**src/rtl/matmul_out_writer.sv**
```systemverilog
// matmul_out_writer: requantizes packed matmul accumulator beats (round-half-up,
// saturate, optional ReLU) and streams one packed word per beat into the output
// BRAM through a 2-entry skid FIFO, sequencing addresses 0..TOTAL_WORDS-1 per run.
module matmul_out_writer #(
    parameter int WIDTH_IN          = 32,
    parameter int FRAC_IN           = 16,
    parameter int WIDTH_OUT         = 16,
    parameter int FRAC_OUT          = 8,
    parameter int CHUNK_SIZE        = 4,
    parameter int NUM_CORES_A       = 2,
    parameter int NUM_CORES_B       = 2,
    parameter int A_OUTER_DIMENSION = 8,
    parameter int B_OUTER_DIMENSION = 8,
    localparam int LANES            = NUM_CORES_A * NUM_CORES_B * CHUNK_SIZE,
    localparam int TOTAL_WORDS      = (A_OUTER_DIMENSION * B_OUTER_DIMENSION) / LANES,
    localparam int ADDR_WIDTH       = (TOTAL_WORDS > 1) ? $clog2(TOTAL_WORDS) : 1
) (
    input  logic                         clk,
    input  logic                         rst_n,
    input  logic                         start,
    input  logic                         relu_en,
    output logic                         busy,
    output logic                         done,
    input  logic                         in_valid,
    output logic                         in_ready,
    input  logic [LANES*WIDTH_IN-1:0]    in_data,
    output logic                         wr_en,
    input  logic                         wr_grant,
    output logic [ADDR_WIDTH-1:0]        wr_addr,
    output logic [LANES*WIDTH_OUT-1:0]   wr_data
);

    // The tiling must produce a whole number of beats per run.
    if (((A_OUTER_DIMENSION * B_OUTER_DIMENSION) % LANES) != 0) begin : g_bad_tiling
        $error("matmul_out_writer: result matrix size is not a multiple of LANES");
    end

    localparam int CNT_W   = ADDR_WIDTH + 1;
    localparam int EXT_W   = WIDTH_IN + 2;
    localparam int SHIFT   = FRAC_IN - FRAC_OUT;
    localparam int SHR     = (SHIFT > 0) ? SHIFT : 0;
    localparam int SHL     = (SHIFT < 0) ? -SHIFT : 0;
    localparam int RND_POS = (SHIFT > 1) ? (SHIFT - 1) : 0;

    // Half an output LSB expressed in input units; zero when no right shift happens.
    localparam logic signed [EXT_W-1:0] ROUND_C =
        (SHIFT > 0) ? ({{(EXT_W-1){1'b0}}, 1'b1} << RND_POS) : {EXT_W{1'b0}};
    localparam logic signed [EXT_W-1:0] SAT_MAX = EXT_W'((2 ** (WIDTH_OUT - 1)) - 1);
    localparam logic signed [EXT_W-1:0] SAT_MIN = -SAT_MAX - EXT_W'(1);

    localparam logic [CNT_W-1:0]      LAST_ACCEPT = CNT_W'(TOTAL_WORDS - 1);
    localparam logic [CNT_W-1:0]      ALL_ACCEPT  = CNT_W'(TOTAL_WORDS);
    localparam logic [ADDR_WIDTH-1:0] LAST_ADDR   = ADDR_WIDTH'(TOTAL_WORDS - 1);

    typedef enum logic [1:0] {
        ST_IDLE  = 2'd0,
        ST_RUN   = 2'd1,
        ST_DRAIN = 2'd2,
        ST_DONE  = 2'd3
    } state_t;

    // Convert one accumulator lane to the output format.
    function automatic logic [WIDTH_OUT-1:0] requant_lane(
        input logic [WIDTH_IN-1:0] lane,
        input logic                relu
    );
        logic signed [EXT_W-1:0] ext_v;
        logic signed [EXT_W-1:0] scaled_v;
        logic [WIDTH_OUT-1:0]    sat_v;
        ext_v    = {{2{lane[WIDTH_IN-1]}}, lane};
        scaled_v = ((ext_v + ROUND_C) >>> SHR) <<< SHL;
        if (scaled_v > SAT_MAX) begin
            sat_v = SAT_MAX[WIDTH_OUT-1:0];
        end else if (scaled_v < SAT_MIN) begin
            sat_v = SAT_MIN[WIDTH_OUT-1:0];
        end else begin
            sat_v = scaled_v[WIDTH_OUT-1:0];
        end
        return (relu && sat_v[WIDTH_OUT-1]) ? {WIDTH_OUT{1'b0}} : sat_v;
    endfunction

    // Convert a whole packed beat, lane 0 at the LSBs.
    function automatic logic [LANES*WIDTH_OUT-1:0] requant_word(
        input logic [LANES*WIDTH_IN-1:0] word,
        input logic                      relu
    );
        logic [LANES*WIDTH_OUT-1:0] out_v;
        out_v = {(LANES*WIDTH_OUT){1'b0}};
        for (int l = 0; l < LANES; l++) begin
            out_v[l*WIDTH_OUT +: WIDTH_OUT] = requant_lane(word[l*WIDTH_IN +: WIDTH_IN], relu);
        end
        return out_v;
    endfunction

    state_t                     state_r;
    logic                       relu_r;
    logic [CNT_W-1:0]           accept_cnt_r;
    logic [1:0]                 fifo_count_r;
    logic [LANES*WIDTH_OUT-1:0] fifo_head_r;
    logic [LANES*WIDTH_OUT-1:0] fifo_tail_r;
    logic [ADDR_WIDTH-1:0]      wr_addr_r;
    logic                       wr_en_r;
    logic                       in_ready_r;
    logic                       busy_r;
    logic                       done_r;

    logic                       accept_s;
    logic                       pop_s;
    logic                       start_s;
    state_t                     state_next_s;
    logic [CNT_W-1:0]           accept_next_s;
    logic [1:0]                 count_next_s;
    logic [ADDR_WIDTH-1:0]      addr_next_s;
    logic [LANES*WIDTH_OUT-1:0] conv_word_s;

    assign conv_word_s = requant_word(in_data, relu_r);

    // Handshakes and next-state values; outputs are registered from these.
    always_comb begin
        accept_s      = in_valid && in_ready_r;
        pop_s         = wr_en_r && wr_grant;
        start_s       = start && (state_r == ST_IDLE);
        state_next_s  = state_r;
        accept_next_s = accept_cnt_r;
        count_next_s  = fifo_count_r;
        addr_next_s   = wr_addr_r;

        case (state_r)
            ST_IDLE: begin
                if (start_s) state_next_s = ST_RUN;
                else         state_next_s = ST_IDLE;
            end
            ST_RUN: begin
                if (accept_s && (accept_cnt_r == LAST_ACCEPT)) state_next_s = ST_DRAIN;
                else                                           state_next_s = ST_RUN;
            end
            ST_DRAIN: begin
                if (pop_s && (wr_addr_r == LAST_ADDR)) state_next_s = ST_DONE;
                else                                   state_next_s = ST_DRAIN;
            end
            ST_DONE: begin
                state_next_s = ST_IDLE;
            end
            default: begin
                state_next_s = ST_IDLE;
            end
        endcase

        if (start_s) begin
            accept_next_s = {CNT_W{1'b0}};
        end else if (accept_s) begin
            accept_next_s = accept_cnt_r + CNT_W'(1);
        end else begin
            accept_next_s = accept_cnt_r;
        end

        case ({accept_s, pop_s})
            2'b10:   count_next_s = fifo_count_r + 2'd1;
            2'b01:   count_next_s = fifo_count_r - 2'd1;
            default: count_next_s = fifo_count_r;
        endcase

        // The address stops at the last word so it never wraps inside a run.
        if (start_s) begin
            addr_next_s = {ADDR_WIDTH{1'b0}};
        end else if (pop_s && (wr_addr_r != LAST_ADDR)) begin
            addr_next_s = wr_addr_r + ADDR_WIDTH'(1);
        end else begin
            addr_next_s = wr_addr_r;
        end
    end

    // Control FSM, counters and registered handshake/status outputs.
    always_ff @(posedge clk or negedge rst_n) begin
        if (!rst_n) begin
            state_r      <= ST_IDLE;
            relu_r       <= 1'b0;
            accept_cnt_r <= {CNT_W{1'b0}};
            fifo_count_r <= 2'd0;
            wr_addr_r    <= {ADDR_WIDTH{1'b0}};
            wr_en_r      <= 1'b0;
            in_ready_r   <= 1'b0;
            busy_r       <= 1'b0;
            done_r       <= 1'b0;
        end else begin
            state_r      <= state_next_s;
            relu_r       <= start_s ? relu_en : relu_r;
            accept_cnt_r <= accept_next_s;
            fifo_count_r <= count_next_s;
            wr_addr_r    <= addr_next_s;
            wr_en_r      <= (count_next_s != 2'd0);
            in_ready_r   <= (state_next_s == ST_RUN) && (count_next_s < 2'd2) &&
                            (accept_next_s < ALL_ACCEPT);
            busy_r       <= (state_next_s == ST_RUN) || (state_next_s == ST_DRAIN);
            done_r       <= (state_next_s == ST_DONE);
        end
    end

    // Skid FIFO storage: head is always the word presented to the BRAM.
    always_ff @(posedge clk or negedge rst_n) begin
        if (!rst_n) begin
            fifo_head_r <= {(LANES*WIDTH_OUT){1'b0}};
            fifo_tail_r <= {(LANES*WIDTH_OUT){1'b0}};
        end else begin
            if (pop_s && (fifo_count_r == 2'd2)) begin
                fifo_head_r <= fifo_tail_r;
            end else if (accept_s && ((fifo_count_r == 2'd0) || pop_s)) begin
                fifo_head_r <= conv_word_s;
            end else begin
                fifo_head_r <= fifo_head_r;
            end

            if (accept_s && !pop_s && (fifo_count_r == 2'd1)) begin
                fifo_tail_r <= conv_word_s;
            end else begin
                fifo_tail_r <= fifo_tail_r;
            end
        end
    end

    assign busy     = busy_r;
    assign done     = done_r;
    assign in_ready = in_ready_r;
    assign wr_en    = wr_en_r;
    assign wr_addr  = wr_addr_r;
    assign wr_data  = fifo_head_r;

endmodule

```
**config.mk**
```make
export PLATFORM = sky130hd
export DESIGN_NAME = matmul_out_writer
export DESIGN_NICKNAME = d
export VERILOG_FILES = /design/src/rtl/matmul_out_writer.sv
export SDC_FILE = /design/constraint.sdc
export NUM_CORES = 2
export LEC_CHECK = 0
export CORE_AREA = 3 3 301 303
export DETAILED_ROUTE_END_ITERATION = 6
export DIE_AREA = 0 0 304 306
export PLACE_DENSITY = 0.67
export SYNTH_ARGS = -nofsm -noshare
export SYNTH_HDL_FRONTEND = slang
export SYNTH_SLANG_ARGS = --single-unit
```
**constraint.sdc**
```tcl
create_clock -name clk -period 4.49 [get_ports clk]
set_input_delay 0.898 -clock clk [delete_from_list [all_inputs] [get_ports clk]]
set_output_delay 0.898 -clock clk [all_outputs]
set_load 0.03 [all_outputs]
```
After elaboration in Yosys (flattened, before gate mapping)
Index checks and enable logic that the tools add are counted.

Eq/ne operators: 13. Muxes and demuxes: 59. Add/subtract/negate cells: 20. $lt $le $gt $ge: 34. Reduce and logical (&&, ||, !) cells: 36.

Operators with widths (count): $mux W16 (48); $add A32 B9 Y33 const B (16); $mux W256 (2); $gt A25 B16 Y1 const B (16); $lt A25 B16 Y1 const B (16); $logic_and A1 B1 Y1 (28); $eq A2 B2 Y1 const B (7); $eq A2 B1 Y1 const B (4); $pmux W2 S4 (1); $mux W2 (3); $mux W3 (2); $reduce_bool A2 Y1 (3); $add A2 B1 Y2 const B (2); $logic_not A2 Y1 (2); $pmux W2 S2 (1); $add A3 B1 Y3 const B (1); $eq A3 B2 Y1 const B (1); $lt A3 B3 Y1 const B (1); $logic_or A1 B1 Y1 (2); $lt A2 B2 Y1 const B (1); $mux W1 (2); $ne A2 B2 Y1 const B (1); $sub A2 B1 Y2 const B (1); $logic_not A1 Y1 (1).

Bits in registers: 526. Input bits: 518. Word-level logic and storage cells: 173.

Longest topological paths before layout
Depth after elaboration: 8. Gate-level depth with buffers: 11. Gate-level depth less buffers: 8.

Worst setup path after synthesis
OpenSTA, ideal clock, no wires.

Kind: input -> register. From: input port in_data[170]. To: register fifo_tail_r[84]. Data arrival time: 3.175 ns. Stages on the path: 9. Slack: 1.189 ns. Path buffers: 2. Library setup time: 0.126 ns. Path through: buf_2 > nand4_1 > or2_2 > o41a_1 > a2111oi_0 > nand4_1 > and3_1 > clkbuf_1 > a221o_1.

Cells in the longest elaborated chain, start to end: 6. Elaborated cells between the ends (all ways): 7. Those cells by class: 1 x add/sub; 2 x order compare; 3 x mux; 1 x reduce/logical.

RTL lines: start, declared (RTL line 26) `input logic [LANES*WIDTH_IN-1:0] in_data,`; $add A32 B9 Y33 * (RTL line 71) `scaled_v = ((ext_v + ROUND_C) >>> SHR) <<< SHL;`; $lt A25 B16 Y1 (RTL line 74) `end else if (scaled_v < SAT_MIN) begin`; $mux W16 (RTL line 74); $mux W16 * (RTL line 72) `if (scaled_v > SAT_MAX) begin`; $logic_and A1 B1 Y1 (RTL line 79) `return (relu && sat_v[WIDTH_OUT-1]) ? {WIDTH_OUT{1'b0}} : sat_v;`; $mux W16 * (RTL line 79); end signal, assigned (RTL line 203) `fifo_tail_r <= {(LANES*WIDTH_OUT){1'b0}};`; end signal, assigned (RTL line 214) `fifo_tail_r <= conv_word_s;`; end signal, assigned (RTL line 216) `fifo_tail_r <= fifo_tail_r;`; end, declared (RTL line 100) `logic [LANES*WIDTH_OUT-1:0] fifo_tail_r;`.

Mark *: on every way between the ends. The rest lies on a longest branch, timed or not. A chain may end at the register's enable or synchronous reset.

Worst setup path in the final report
From: input port in_data[330]. To: register fifo_head_r[174] (netlist: wr_data[174]).

Cells in the longest elaborated chain, start to end: 8. Elaborated cells between the ends (all ways): 9. Those cells by class: 1 x add/sub; 2 x order compare; 5 x mux; 1 x reduce/logical.

RTL lines: $add A32 B9 Y33 * (RTL line 71); $lt A25 B16 Y1 (RTL line 74); $mux W16 (RTL line 74); $mux W16 * (RTL line 72); $logic_and A1 B1 Y1 (RTL line 79); $mux W16 * (RTL line 79); $mux W256 * (RTL line 207) `end else if (accept_s && ((fifo_count_r == 2'd0) || pop_s)) begin`; $mux W256 * (RTL line 205) `if (pop_s && (fifo_count_r == 2'd2)) begin`; end signal, assigned (RTL line 206) `fifo_head_r <= fifo_tail_r;`; end signal, assigned (RTL line 208) `fifo_head_r <= conv_word_s;`; end signal, assigned (RTL line 210) `fifo_head_r <= fifo_head_r;`; end, declared (RTL line 99) `logic [LANES*WIDTH_OUT-1:0] fifo_head_r;`.

Mark *: on every way between the ends. The rest lies on a longest branch, timed or not. The select of a mux whose other input is x is not followed.

==> key figures <==
Timing
  • Setup violations, final: 0
  • Fin crit period: 3730 ps
  • RSZ-0062 raised after global routing: false
  • Fmax: 268 MHz
  • Worst hold slack: 323 ps
  • Slew Viols, Final: 0
  • Fin Setup TNS: 0 ps
  • Final hold vios: 0
  • Fin crit share: 0.831
  • Clock Skew: 21.5 ps
  • Worst Tran Pin Value: 1270 ps
  • Worst rel slew slack: 0.150
  • Fin worst setup slack: 759 ps

CTS
  • CTS H-tree lvls: 2
  • CTS resizes: 0
  • Hold_buf cts: 0
  • Clock sink count: 526
  • CTS tree: built
  • Setup Fix Bufs, Post-CTS: 0
  • CTS Buf Count: 58
  • Worst-Skew Late Latency: 620 ps
  • Clk slew on worst S/H paths: 60 ps
  • Root Buffer: clkbuf_16
  • Clk buf depth: 3

Drt
  • TritonRoute pass-1 iters: 6
  • Routed Antenna Nets: 0
  • Routed Wire Length: 126 mm
  • Drt wl/cell: 22.7 µm
  • Vias: 33100
  • DRC errors left: 0
  • DR vias/cell: 5.99
  • Drt first-iter violations: 3104

Yosys
  • Synth Area in Simple Gates: 0.217
  • Post-synth cell types: 96
  • Post-synthesis register bit count: 526
  • Xor/xnor share of the synthesized area: 0.0721
  • Syn Nets: 4207
  • Synth Warn #: 0
  • Top post-synthesis cells by area: dfrtp_1, a22oi_1, o211ai_1, nand2_1, xnor2_1
  • Biggest area consumer among synthesized cells: dfrtp_1
  • Count leader, synth: dfrtp_1
  • Combinational family with the most area after synthesis: compound AO/OA/AOI/OAI gates
  • Post-synthesis compound-gate area fraction: 0.256
  • Most common flop cell mapped by yosys: dfrtp_1
  • Mux cell area share after synthesis: 0.00965
  • Synth Area in Adders: 0.00992
  • Synth Cell Area: 32800 µm²
  • Number of flops mapped to enable cells by yosys: 0
  • Top-area cell type share of the netlist area: 0.401
  • Commonest cells in the netlist: dfrtp_1, nand2_1, nand3_1, o21ai_0, a22oi_1
  • Post-synth ARST share: 1.00
  • Sequential fraction of the synthesis area: 0.401
  • Gate Count Post-Synth: 3663
  • Syn_area_per_cell: 8.95 µm²

Final layout
  • Area Growth Syn to Fin: 32.1%
  • Post-Layout Cell Count: 5525
  • Share of cells above drive strength 1: 0.0754
  • Layout net count: 4844
  • Post-route cell area: 43300 µm²
  • Post-layout util: 0.491

Placed design
  • Placed cell area: 41300 µm²
  • Gpl congestion: 0.957
  • Port bufs: 667
  • Dpl cells: 5405
  • Setup WS pre-CTS: 129 ps
  • DP Wirelength: 92.8 mm

Worst setup path
  • Slowest stage delay, CP: 990 ps
  • Crit. End Element: register
  • WP data required: 4910 ps
  • Crit Path Max Fanout: 15
  • CP arrival: 4150 ps
  • Worst Setup Path Type: input port to register
  • CP max-delay cell: o21ai_1
  • Crit-path cells: clkdlybuf4s50_1 > nand4_2 > or4_4 > nor4_4 > nand4_1 > o2bb2ai_1 > o21ai_1 > o2111ai_1
  • Worst setup SP type: input port

Global route
  • Initial antenna violation count: 24
  • First-pass GRT wire length: 193 mm
  • Number of global-route vias before repair: 31900
  • Gr usage total: 0.259
  • Largest net degree at the start of global routing: 133
  • Remaining Overflow, GRT: 0

Pwr
  • Comb power frac: 0.450
  • P_leak: 16.8 nW
  • Pwr dens: 564 nW/µm²
  • Total Power: 24.4 mW
  • Sequential power share: 0.347
  • P_sw: 9.84 mW
  • Clk pwr share: 0.203
  • VDD IR-drop max: 0.000464 V
  • Cell-internal power: 14.6 mW
  • Switch share: 0.403

Hold path
  • Worst Hold Class: input port to async pin

Floorplanning
  • Number of top-level pins: 780
  • Core footprint: 88200 µm²
  • Die Width: 304 µm
  • Die Y: 306 µm
  • Initial Util: 0.372
  • FP Rows: 109
  • Total die area: 93000 µm²

Flow run
  • Max-cap violations: 0

Outcome
  • Status: finished clean
## cell families (layout without fill, tap and decap cells)
| family | Yosys count | after routing |
|---|---|---|
| AO/OA/AOI/OAI | 1166 | 1166 |
| buffers and inverters | 282 | 967 |
| other | 0 | 12 |
| AND/OR/NAND/NOR | 1362 | 1362 |
| adder cells (fa/ha/maj) | 26 | 26 |
| multiplexers | 31 | 31 |
| XOR/XNOR | 270 | 270 |
| flip-flops | 526 | 526 |
## area by class of cell
type	count	area, µm²
clock buffers	83	1690
clock inverters	25	284
inverters	52	195
repair buffers	807	7930
multi-input cells	2855	18600
flip-flops and latches	526	13200
well taps	1165	1460
diodes	12	30.0
fillers	8319	44900
## registers in the layout, indices dropped and copies added (netlist names)
name          count
wr_data         256
done              1
in_ready          1
busy              1
wr_addr           2
state_r           2
wr_en             1
accept_cnt_r      3
fifo_tail_r     256
relu_r            1
fifo_count_r      2
## worst paths after layout
check	from	end	slack, ps	cells after the start
max in group asynchronous	rst_n	wr_data[40]	3130	2
max	in_data[330]	wr_data[174]	760	8
min reg2reg	fifo_tail_r[79]	fifo_tail_r[79]	480	2
min	rst_n	wr_data[107]	320	1
max reg2reg	relu_r	wr_data[244]	1530	6
min in group clk	fifo_tail_r[79]	fifo_tail_r[79]	480	2
## metal layers
metal / track usage / part of all wire / wire length (µm)
met1: 0.344 / 0.43 / 53400
met2: 0.420 / 0.47 / 58500
met3: 0.0597 / 0.078 / 9800
met4: 0.0787 / 0.030 / 3770
met5: 0 / 0.00092 / 115
## cell usage in the layout, fill, tap and decap left out, types with 33 or more instances in the layout
cell type,count
nand2b_1,44
clkbuf_16,58
o211ai_1,186
a211oi_1,33
buf_4,124
a22oi_1,207
a221o_1,37
and2_1,43
clkdlybuf4s50_1,666
nand2_1,354
nand4_1,113
a22o_1,53
nor2_1,193
nand3_1,227
nor3_1,88
and3_1,63
and4_1,45
xnor2_1,150
dfrtp_1,525
inv_1,51
nor4_1,46
o21ai_0,217
a21oi_1,128
xor2_1,120
## critical path: cells and delay by family
family,cells,cell delay (ps)
compound gates,3,1400
simple gates,4,1280
buf+inv,1,580
## power groups by stage
stage	combinational, mW	clock (mW)	sequential [mW]
2_1_floorplan	4.11	0	10.3
3_3_place_gp	10.8	0	8.46
3_5_place_dp	11.0	0	8.48
4_1_cts	11.1	5.07	8.45
5_1_grt	11.8	5.28	8.73
6_report	11.0	4.96	8.47
Note: power is estimated with default switching activity, not from simulation.
